### config.mk
export PLATFORM = sky130hd
export DESIGN_NAME = alu_op_sequencer
export DESIGN_NICKNAME = d
export VERILOG_FILES = /design/src/rtl/alu_pkg.sv /design/src/rtl/cmp_result_decoder.sv /design/src/rtl/alu_op_sequencer.sv
export SDC_FILE = /design/constraint.sdc
export NUM_CORES = 1
export LEC_CHECK = 0
export CORE_MARGIN = 2
export CORE_UTILIZATION = 35
export DETAILED_ROUTE_END_ITERATION = 8
export PLACE_DENSITY = 0.68
export SYNTH_ARGS = -nofsm -noshare
export SYNTH_HDL_FRONTEND = slang
export SYNTH_SLANG_ARGS = --single-unit
### constraint.sdc
create_clock -name clk -period 2.1 [get_ports clk]
set_input_delay 0.315 -clock clk [delete_from_list [all_inputs] [get_ports clk]]
set_output_delay 0.315 -clock clk [all_outputs]
set_load 0.005 [all_outputs]
### src/rtl/alu_pkg.sv
// alu_pkg: shared unit-select codes, compare result codes and sequencer state encoding
package alu_pkg;
    localparam logic [1:0] UNIT_ARITH = 2'd0;
    localparam logic [1:0] UNIT_LOGIC = 2'd1;
    localparam logic [1:0] UNIT_CMP   = 2'd2;
    localparam logic [1:0] UNIT_SHIFT = 2'd3;
    localparam logic [1:0] CMP_NONE   = 2'd0;
    localparam logic [1:0] CMP_EQ     = 2'd1;
    localparam logic [1:0] CMP_GT     = 2'd2;
    localparam logic [1:0] CMP_LT     = 2'd3;
    typedef enum logic [1:0] {S_IDLE, S_ISSUE, S_WAIT, S_RESP} state_t;
endpackage

### src/rtl/cmp_result_decoder.sv
// cmp_result_decoder: maps the compare unit's raw code onto eq/gt/lt and flags unknown codes
module cmp_result_decoder
    import alu_pkg::*;
#(
    parameter int DATA_WIDTH = 16
) (
    input  logic [DATA_WIDTH-1:0] cmp_out,
    output logic                  eq,
    output logic                  gt,
    output logic                  lt,
    output logic                  illegal
);
    assign eq      = cmp_out == DATA_WIDTH'(CMP_EQ);
    assign gt      = cmp_out == DATA_WIDTH'(CMP_GT);
    assign lt      = cmp_out == DATA_WIDTH'(CMP_LT);
    assign illegal = cmp_out >  DATA_WIDTH'(CMP_LT);
endmodule

### src/rtl/alu_op_sequencer.sv
// alu_op_sequencer: issues one command at a time to an ALU unit and returns its captured result
module alu_op_sequencer
    import alu_pkg::*;
#(
    parameter int DATA_WIDTH = 16,
    parameter int UNIT_LAT   = 1,
    parameter int CNT_WIDTH  = 16
) (
    input  logic                  clk,
    input  logic                  rst,
    input  logic                  cmd_valid,
    output logic                  cmd_ready,
    input  logic [DATA_WIDTH-1:0] cmd_a,
    input  logic [DATA_WIDTH-1:0] cmd_b,
    input  logic [3:0]            cmd_fun,
    output logic [DATA_WIDTH-1:0] A,
    output logic [DATA_WIDTH-1:0] B,
    output logic [3:0]            ALU_FUN,
    output logic                  Arith_Enable,
    output logic                  Logic_Enable,
    output logic                  CMP_Enable,
    output logic                  SHIFT_Enable,
    input  logic [DATA_WIDTH-1:0] Arith_OUT,
    input  logic [DATA_WIDTH-1:0] Logic_OUT,
    input  logic [DATA_WIDTH-1:0] CMP_OUT,
    input  logic [DATA_WIDTH-1:0] SHIFT_OUT,
    input  logic                  Arith_Flag,
    input  logic                  Logic_Flag,
    input  logic                  CMP_Flag,
    input  logic                  SHIFT_Flag,
    output logic                  rsp_valid,
    input  logic                  rsp_ready,
    output logic [DATA_WIDTH-1:0] rsp_data,
    output logic [1:0]            rsp_unit,
    output logic                  rsp_eq,
    output logic                  rsp_gt,
    output logic                  rsp_lt,
    output logic                  rsp_err,
    output logic [CNT_WIDTH-1:0]  op_count
);
    localparam int LW = (UNIT_LAT > 1) ? $clog2(UNIT_LAT) : 1;

    state_t                  state, state_nx;
    logic [LW-1:0]           cnt;
    logic [3:0]              en;
    logic [DATA_WIDTH-1:0]   sel_out;
    logic                    sel_flag, is_cmp, dec_eq, dec_gt, dec_lt, dec_illegal;

    assign Arith_Enable = en[0];
    assign Logic_Enable = en[1];
    assign CMP_Enable   = en[2];
    assign SHIFT_Enable = en[3];
    assign is_cmp       = ALU_FUN[3:2] == UNIT_CMP;

    cmp_result_decoder #(.DATA_WIDTH(DATA_WIDTH)) u_dec (
        .cmp_out (CMP_OUT),
        .eq      (dec_eq),
        .gt      (dec_gt),
        .lt      (dec_lt),
        .illegal (dec_illegal)
    );

    // state register; reset aborts any operation in flight
    always_ff @(posedge clk or negedge rst)
        if (!rst) state <= S_IDLE;
        else      state <= state_nx;

    // next state: WAIT exits once the latency counter has run down to zero
    always_comb begin
        state_nx = (state == S_IDLE)  ? (cmd_valid ? S_ISSUE : S_IDLE) :
                   (state == S_ISSUE) ? S_WAIT :
                   (state == S_WAIT)  ? ((cnt == '0) ? S_RESP : S_WAIT) :
                                        (rsp_ready ? S_IDLE : S_RESP);
    end

    // handshake strobes decoded straight from the registered state
    always_comb begin
        cmd_ready = state == S_IDLE;
        rsp_valid = state == S_RESP;
    end

    // pick the result and flag of the unit named by the issued function
    always_comb begin
        sel_out  = (ALU_FUN[3:2] == UNIT_ARITH) ? Arith_OUT :
                   (ALU_FUN[3:2] == UNIT_LOGIC) ? Logic_OUT :
                   (ALU_FUN[3:2] == UNIT_CMP)   ? CMP_OUT   : SHIFT_OUT;
        sel_flag = (ALU_FUN[3:2] == UNIT_ARITH) ? Arith_Flag :
                   (ALU_FUN[3:2] == UNIT_LOGIC) ? Logic_Flag :
                   (ALU_FUN[3:2] == UNIT_CMP)   ? CMP_Flag   : SHIFT_Flag;
    end

    // operand issue, latency countdown, result capture (enable held through it) and op counting
    always_ff @(posedge clk or negedge rst) begin
        if (!rst) begin
            A        <= '0;
            B        <= '0;
            ALU_FUN  <= '0;
            en       <= '0;
            cnt      <= '0;
            rsp_data <= '0;
            rsp_unit <= '0;
            rsp_eq   <= 1'b0;
            rsp_gt   <= 1'b0;
            rsp_lt   <= 1'b0;
            rsp_err  <= 1'b0;
            op_count <= '0;
        end else begin
            if (state == S_IDLE && cmd_valid) begin
                A       <= cmd_a;
                B       <= cmd_b;
                ALU_FUN <= cmd_fun;
                en      <= 4'b0001 << cmd_fun[3:2];
            end
            if (state == S_ISSUE)
                cnt <= LW'(UNIT_LAT - 1);
            if (state == S_WAIT) begin
                if (cnt != '0) begin
                    cnt <= cnt - LW'(1);
                end else begin
                    en       <= '0;
                    rsp_data <= sel_out;
                    rsp_unit <= ALU_FUN[3:2];
                    rsp_eq   <= is_cmp & dec_eq;
                    rsp_gt   <= is_cmp & dec_gt;
                    rsp_lt   <= is_cmp & dec_lt;
                    rsp_err  <= ~sel_flag | (is_cmp & dec_illegal);
                end
            end
            if (state == S_RESP && rsp_ready)
                op_count <= op_count + CNT_WIDTH'(1);
        end
    end
endmodule

==> results_dict.tcl, run 1 <==
set metrics [dict create \
    synth_ff_type "dfrtp_1" \
    fp.dieW_um 106 \
    cts_sinks 81 \
    syn_inst 325 \
    postCtsSetupRepairBufs 0 \
    overflow 0 \
    p_leak_nw 2.58 \
    period_share_pct 94.4 \
    synth_nets 434 \
    cts_made_buffers 9 \
    synthMuxAreaShare_pct 16.2 \
    syn_avg_cell_area_um2 11.1 \
    slew_violations 0 \
    crit_path_start_kind "register" \
    synthAdderAreaFrac_pct 0.346 \
    drtAntennaViolNets 0 \
    synthTopCellsByCount "nand2_1, dfrtp_1, mux2_2, mux4_2, nand3_1" \
    finalSetupTns_ns 0 \
    cts_resized 0 \
    track_usage_pct 18.2 \
    path_clk_slew_ns 0.08 \
    io_pins 188 \
    async_flop_share_pct 100 \
    synth.most_common_cell "nand2_1" \
    ys_top_cells_by_area "dfrtp_1, nand2_1, mux4_2, mux2_2, xnor2_1" \
    syn2layout_area_growth_pct 63.4 \
    seq_area_frac_synth_pct 56.0 \
    diodes 0 \
    finalCoreUtilization_pct 58.1 \
    r2r_slack_ns 0.35 \
    synth_edf_count 0 \
    die_h_um 106 \
    grt_pass1_vias 3260 \
    grt_max_degree 45 \
    htreeDepth 3 \
    ys_warn_count 0 \
    path_max_fanout 14 \
    period_needed_ns 1.98 \
    setup_viol 0 \
    viasPerCell 4.69 \
    ys_seq_elements 81 \
    worst_setup_path_end_kind "output pin" \
    arrival_ns 1.67 \
    synth_top_family_by_area "simple AND/OR/NAND/NOR gates" \
    crit_family "flip-flops" \
    cpMaxStageDelayCell "dfrtp_1" \
    drt_iter0_markers 124 \
    synth.distinct_cells 29 \
    cts_tree "built" \
    power.density_mw_per_mm2 1150 \
    totalWireLength_um 9990 \
    rows 37 \
    required_ns 1.78 \
    first_pass_iters 4 \
    crit_path_cell_trace "clkdlybuf4s50_1" \
    critPathMaxStageDelay_ns 0.71 \
    rsz0062_at_grt "no" \
    routedWlPerCell_um 15.2 \
    max_freq_mhz 505 \
    worst-slew-pin-transition_ns 0.579 \
    total_power_mw 6.78 \
    relSlewSlack_pct 61.4 \
    clk_latency_ns 0.34 \
    final-hold-violation-count 0 \
    path_buf_inv 1 \
    hold_path.class "input port to asynchronous set/reset pin" \
    synth_xor_area_share_pct 3.63 \
    coreArea_mm2 0.0102 \
    synth_compound_area_share_pct 1.59 \
    yosys.area.top_type_share_pct 56.0 \
    outcome "completed" \
    num_vias 3091 \
    cts_max_path_buffers 2 \
    yosysTopAreaCell "dfrtp_1" \
    die_area_mm2 0.0112 \
    place.gp.congestion 0.792 \
    drt_drc_violations_left 0 \
    port_buffers 187 \
    antenna_found_initial 0 \
    criticalPathCategory "register to output pin" \
    clock_skew_ns 0.00986 \
    grt_pass1_wl_um 16000 \
    synth_area_mm2 0.00362 \
    cts_root_buf "clkbuf_8" \
    hpwl_um 7430 \
    yosys.area_share.simple_pct 19.9 \
    drv_cap 0 \
    nNetsFinal 627 \
    initial_core_util_pct 35.5 \
    drive_gt1_share_pct 12.8 \
    vdd_drop_max_mv 0.543 \
]
## final timing paths
check / start / cells after the start / to
max reg2reg: ALU_FUN[3] / 3 / rsp_eq
min reg2reg: A[7] / 2 / A[7]
min in group clk: A[7] / 2 / A[7]
min: rst / 2 / rsp_data[1]
max: ALU_FUN[3] / 1 / ALU_FUN[3]
max in group asynchronous: rst / 3 / B[15]
## stage by stage
step	setup slack (ns)	area [µm²]	hold WS, ns	cells
6_report	0.118	5910	0.479	659
5_1_grt	0.0543	5910	0.476	659
4_1_cts	0.0898	5910	0.462	659
3_5_place_dp	-0.0756	5690	0.327	642
3_3_place_gp	0.00583	5690	0.324	642
2_1_floorplan	0.505	3620	0.0194	325
## sequential cells by signal, summed over array words and instances, names as in the netlist
| register | cells |
|---|---|
| en | 4 |
| A | 16 |
| rsp_err | 1 |
| B | 16 |
| rsp_lt | 1 |
| rsp_data | 16 |
| op_count | 16 |
| rsp_eq | 1 |
| cnt | 1 |
| ALU_FUN | 4 |
| rsp_unit | 2 |
| state | 2 |
| rsp_gt | 1 |
## logic make-up (layout without fill, tap and decap cells)
kind of cell,Yosys count,in the layout
AOI/OAI and AO/OA,10,10
xor gates and xnor gates,15,15
adders and majority gates,1,1
buffers and inverters,20,218
DFF,81,81
muxes,35,35
and+or+nand+nor,163,163
## power by group
group	switching (mW)	internal, mW
sequential	0.392	2.14
clock	0.592	0.599
combinational	1.13	1.93
total	2.12	4.67
## timing repair
item,4_1_cts,5_1_grt
hold endpoints to repair,37,0
setup endpoints to repair,0,0
hold buffers,1,0
## layer usage
layer	global-route usage, %	routed length [µm]	vias to the layer above
met3	4.14	598	11
met5	0	0	-
met2	31.8	5140	97
met1	21.9	4090	1504
met4	6.48	155	0
li1	-	-	1479
## layout by cell type, fill, tap and decap left out, types with 5 or more instances in the layout
cell,instances
buf_4,9
clkbuf_8,10
clkdlybuf4s50_1,186
dfrtp_1,81
mux2_2,18
mux4_2,17
nand2_1,121
nand3_1,10
nand3b_1,5
nor2_1,7
xnor2_1,9
xor2_1,6
## final cells by class
class / count / area (µm²)
Clock buffer: 10 / 138
Sequential cell: 81 / 2030
Tap cell: 136 / 170
Timing Repair Buffer: 198 / 1980
Multi-Input combinational cell: 224 / 1510
Fill cell: 856 / 4270
Clock inverter: 6 / 72.6
Inverter: 4 / 15.0
Note: power is estimated with default switching activity, not from simulation.
==> run 2: changes to the inputs <==
- PLACE_DENSITY: 0.68 -> 0.71
- clock period: 2.1 -> 1.6 ns (I/O delays scaled with it)
==> results_dict.tcl, run 2 (same netlist as run 1, synthesis figures left out) <==
set metrics [dict create \
    diodes 0 \
    final.setup.worst_slack_ns 0.0503 \
    initial_core_util_pct 35.5 \
    clock_skew_ns 0.00919 \
    grt_pass1_wl_um 16700 \
    syn2layout_area_growth_pct 76.2 \
    outcome "completed" \
    antenna_found_initial 0 \
    grt_max_degree 82 \
    multiInputGateArea_mm2 0.00160 \
    rows 37 \
    dp_slack_ns -0.483 \
    arrival_ns 1.77 \
    htreeDepth 3 \
    die_h_um 106 \
    power.density_mw_per_mm2 1560 \
    r2r_slack_ns 0.05 \
    crit_path_start_kind "register" \
    slew_violations 0 \
    worst-slew-pin-transition_ns 0.447 \
    drive_gt1_share_pct 20.0 \
    nNetsFinal 655 \
    clkPwrFrac_pct 19.2 \
    period_needed_ns 1.55 \
    setup_viol 0 \
    max_freq_mhz 645 \
    place.gp.congestion 0.766 \
    cts_made_buffers 9 \
    drtAntennaViolNets 0 \
    cts_max_path_buffers 2 \
    path_max_fanout 5 \
    share_comb_of_total_power_pct 47.8 \
    required_ns 1.82 \
    seqPwrFrac_pct 33.0 \
    num_vias 3227 \
    overflow 0 \
    fp.dieW_um 106 \
    die_area_mm2 0.0112 \
    coreArea_mm2 0.0102 \
    hold_path.class "input port to register" \
    criticalPathCategory "register to register" \
    cts_tree "built" \
    drt_iter0_markers 129 \
    track_usage_pct 18.7 \
    period_share_pct 96.9 \
    drv_cap 0 \
    first_pass_iters 5 \
    netSwitchingFraction_pct 29.3 \
    worst_setup_path_end_kind "register" \
    final-hold-violation-count 0 \
    routedWlPerCell_um 15.0 \
    regArea_mm2 0.00204 \
    vdd_drop_max_mv 0.912 \
    p_leak_nw 2.83 \
    power_switching_mw 2.92 \
    n_fill_cell 842 \
    final_common_cell "clkdlybuf4s50_1" \
    grt_pass1_vias 3363 \
    port_buffers 187 \
    relSlewSlack_pct 70.2 \
    viasPerCell 4.71 \
    cts_sinks 81 \
    cts_root_buf "clkbuf_8" \
    drt_drc_violations_left 0 \
    mostFrequentLayoutCells "clkdlybuf4s50_1, nand2_1, dfrtp_1, buf_4, mux2_2" \
    io_pins 188 \
    clk_latency_ns 0.34 \
    path_clk_slew_ns 0.08 \
    internal_power_mw 7.03 \
    totalWireLength_um 10300 \
    hpwl_um 7310 \
    finalSetupTns_ns 0 \
]
[run 2: cell types whose count changed in the layout (fill, tap and decap cells not counted), moves of 4 or more]
cell | previous run | this run
dfrtp_2 | 0 | 7
dfrtp_1 | 81 | 74
clkdlybuf4s50_1 | 186 | 179
buf_4 | 9 | 28
buf_12 | 2 | 7
dlymetal6s2s_1 | 0 | 4
[run 2: power groups by stage]
stage,Clock (mW),Sequential (mW),Combinational [mW]
6_report,1.91,3.28,4.76
5_1_grt,2.05,3.39,5.12
3_3_place_gp,0,3.28,4.18
2_1_floorplan,0,3.34,1.74
3_5_place_dp,0,3.31,4.27
4_1_cts,1.97,3.28,4.49
[run 2: metrics by stage]
step	hold WS, ns	util, %	std cells	power (mW)	cell area [µm²]
after floorplan	-0.0556	-	325	5.08	3620
after global placement	0.306	57.2	653	7.46	5830
after detailed placement	0.313	57.2	653	7.59	5830
after CTS	0.399	60.8	675	9.74	6190
after global routing	0.400	62.6	685	10.6	6380
final	0.423	62.6	685	9.95	6380
[run 2: per-layer routing]
| metal | GRT usage, % | routed length (µm) | share of wire (%) | up-vias |
|---|---|---|---|---|
| met1 | 22.7 | 4260 | 41 | 1552 |
| li1 | - | - | - | 1541 |
| met4 | 4.14 | 128 | 1.2 | 0 |
| met5 | 0 | 0 | 0 | - |
| met3 | 4.64 | 621 | 6.0 | 17 |
| met2 | 33.6 | 5300 | 51 | 117 |
[run 2: worst paths after layout]
kind	depth (start not counted)	startpoint	to
hold reg to reg	2	A[9]	A[9]
min in group asynchronous	3	rst	op_count[14]
max in group asynchronous	3	rst	ALU_FUN[2]
hold / removal	3	cmd_b[14]	B[14]
setup / recovery	4	ALU_FUN[2]	rsp_data[4]
setup reg to reg	4	ALU_FUN[2]	rsp_data[4]
[run 2: final cells by class]
class | count | share of cell area [%]
well taps | 136 | 2.67
inverters | 4 | 0.235
clock inverters | 5 | 2.02
multi-input cells | 224 | 25.0
flip-flops and latches | 81 | 31.9
repair buffers | 226 | 36.2
clock buffers | 9 | 1.94
[run 2: what timing repair did]
| item | in CTS | in global routing |
|---|---|---|
| setup buffers | 6 | 9 |
| hold buffers | 1 | 0 |
| endpoints found under the setup margin | 6 | 36 |
| pin swaps | 1 | 6 |
| endpoints found under the hold margin | 81 | 0 |
| gates resized for setup | 9 | 24 |
| cloned | 1 | 1 |
[run 2: worst max-delay path, cell delays in order, from the launching register on]
cell and delay (ns):
dfrtp_2 0.42, buf_12 0.12, buf_8 0.12, mux4_2 0.50
mux2_2 0.28
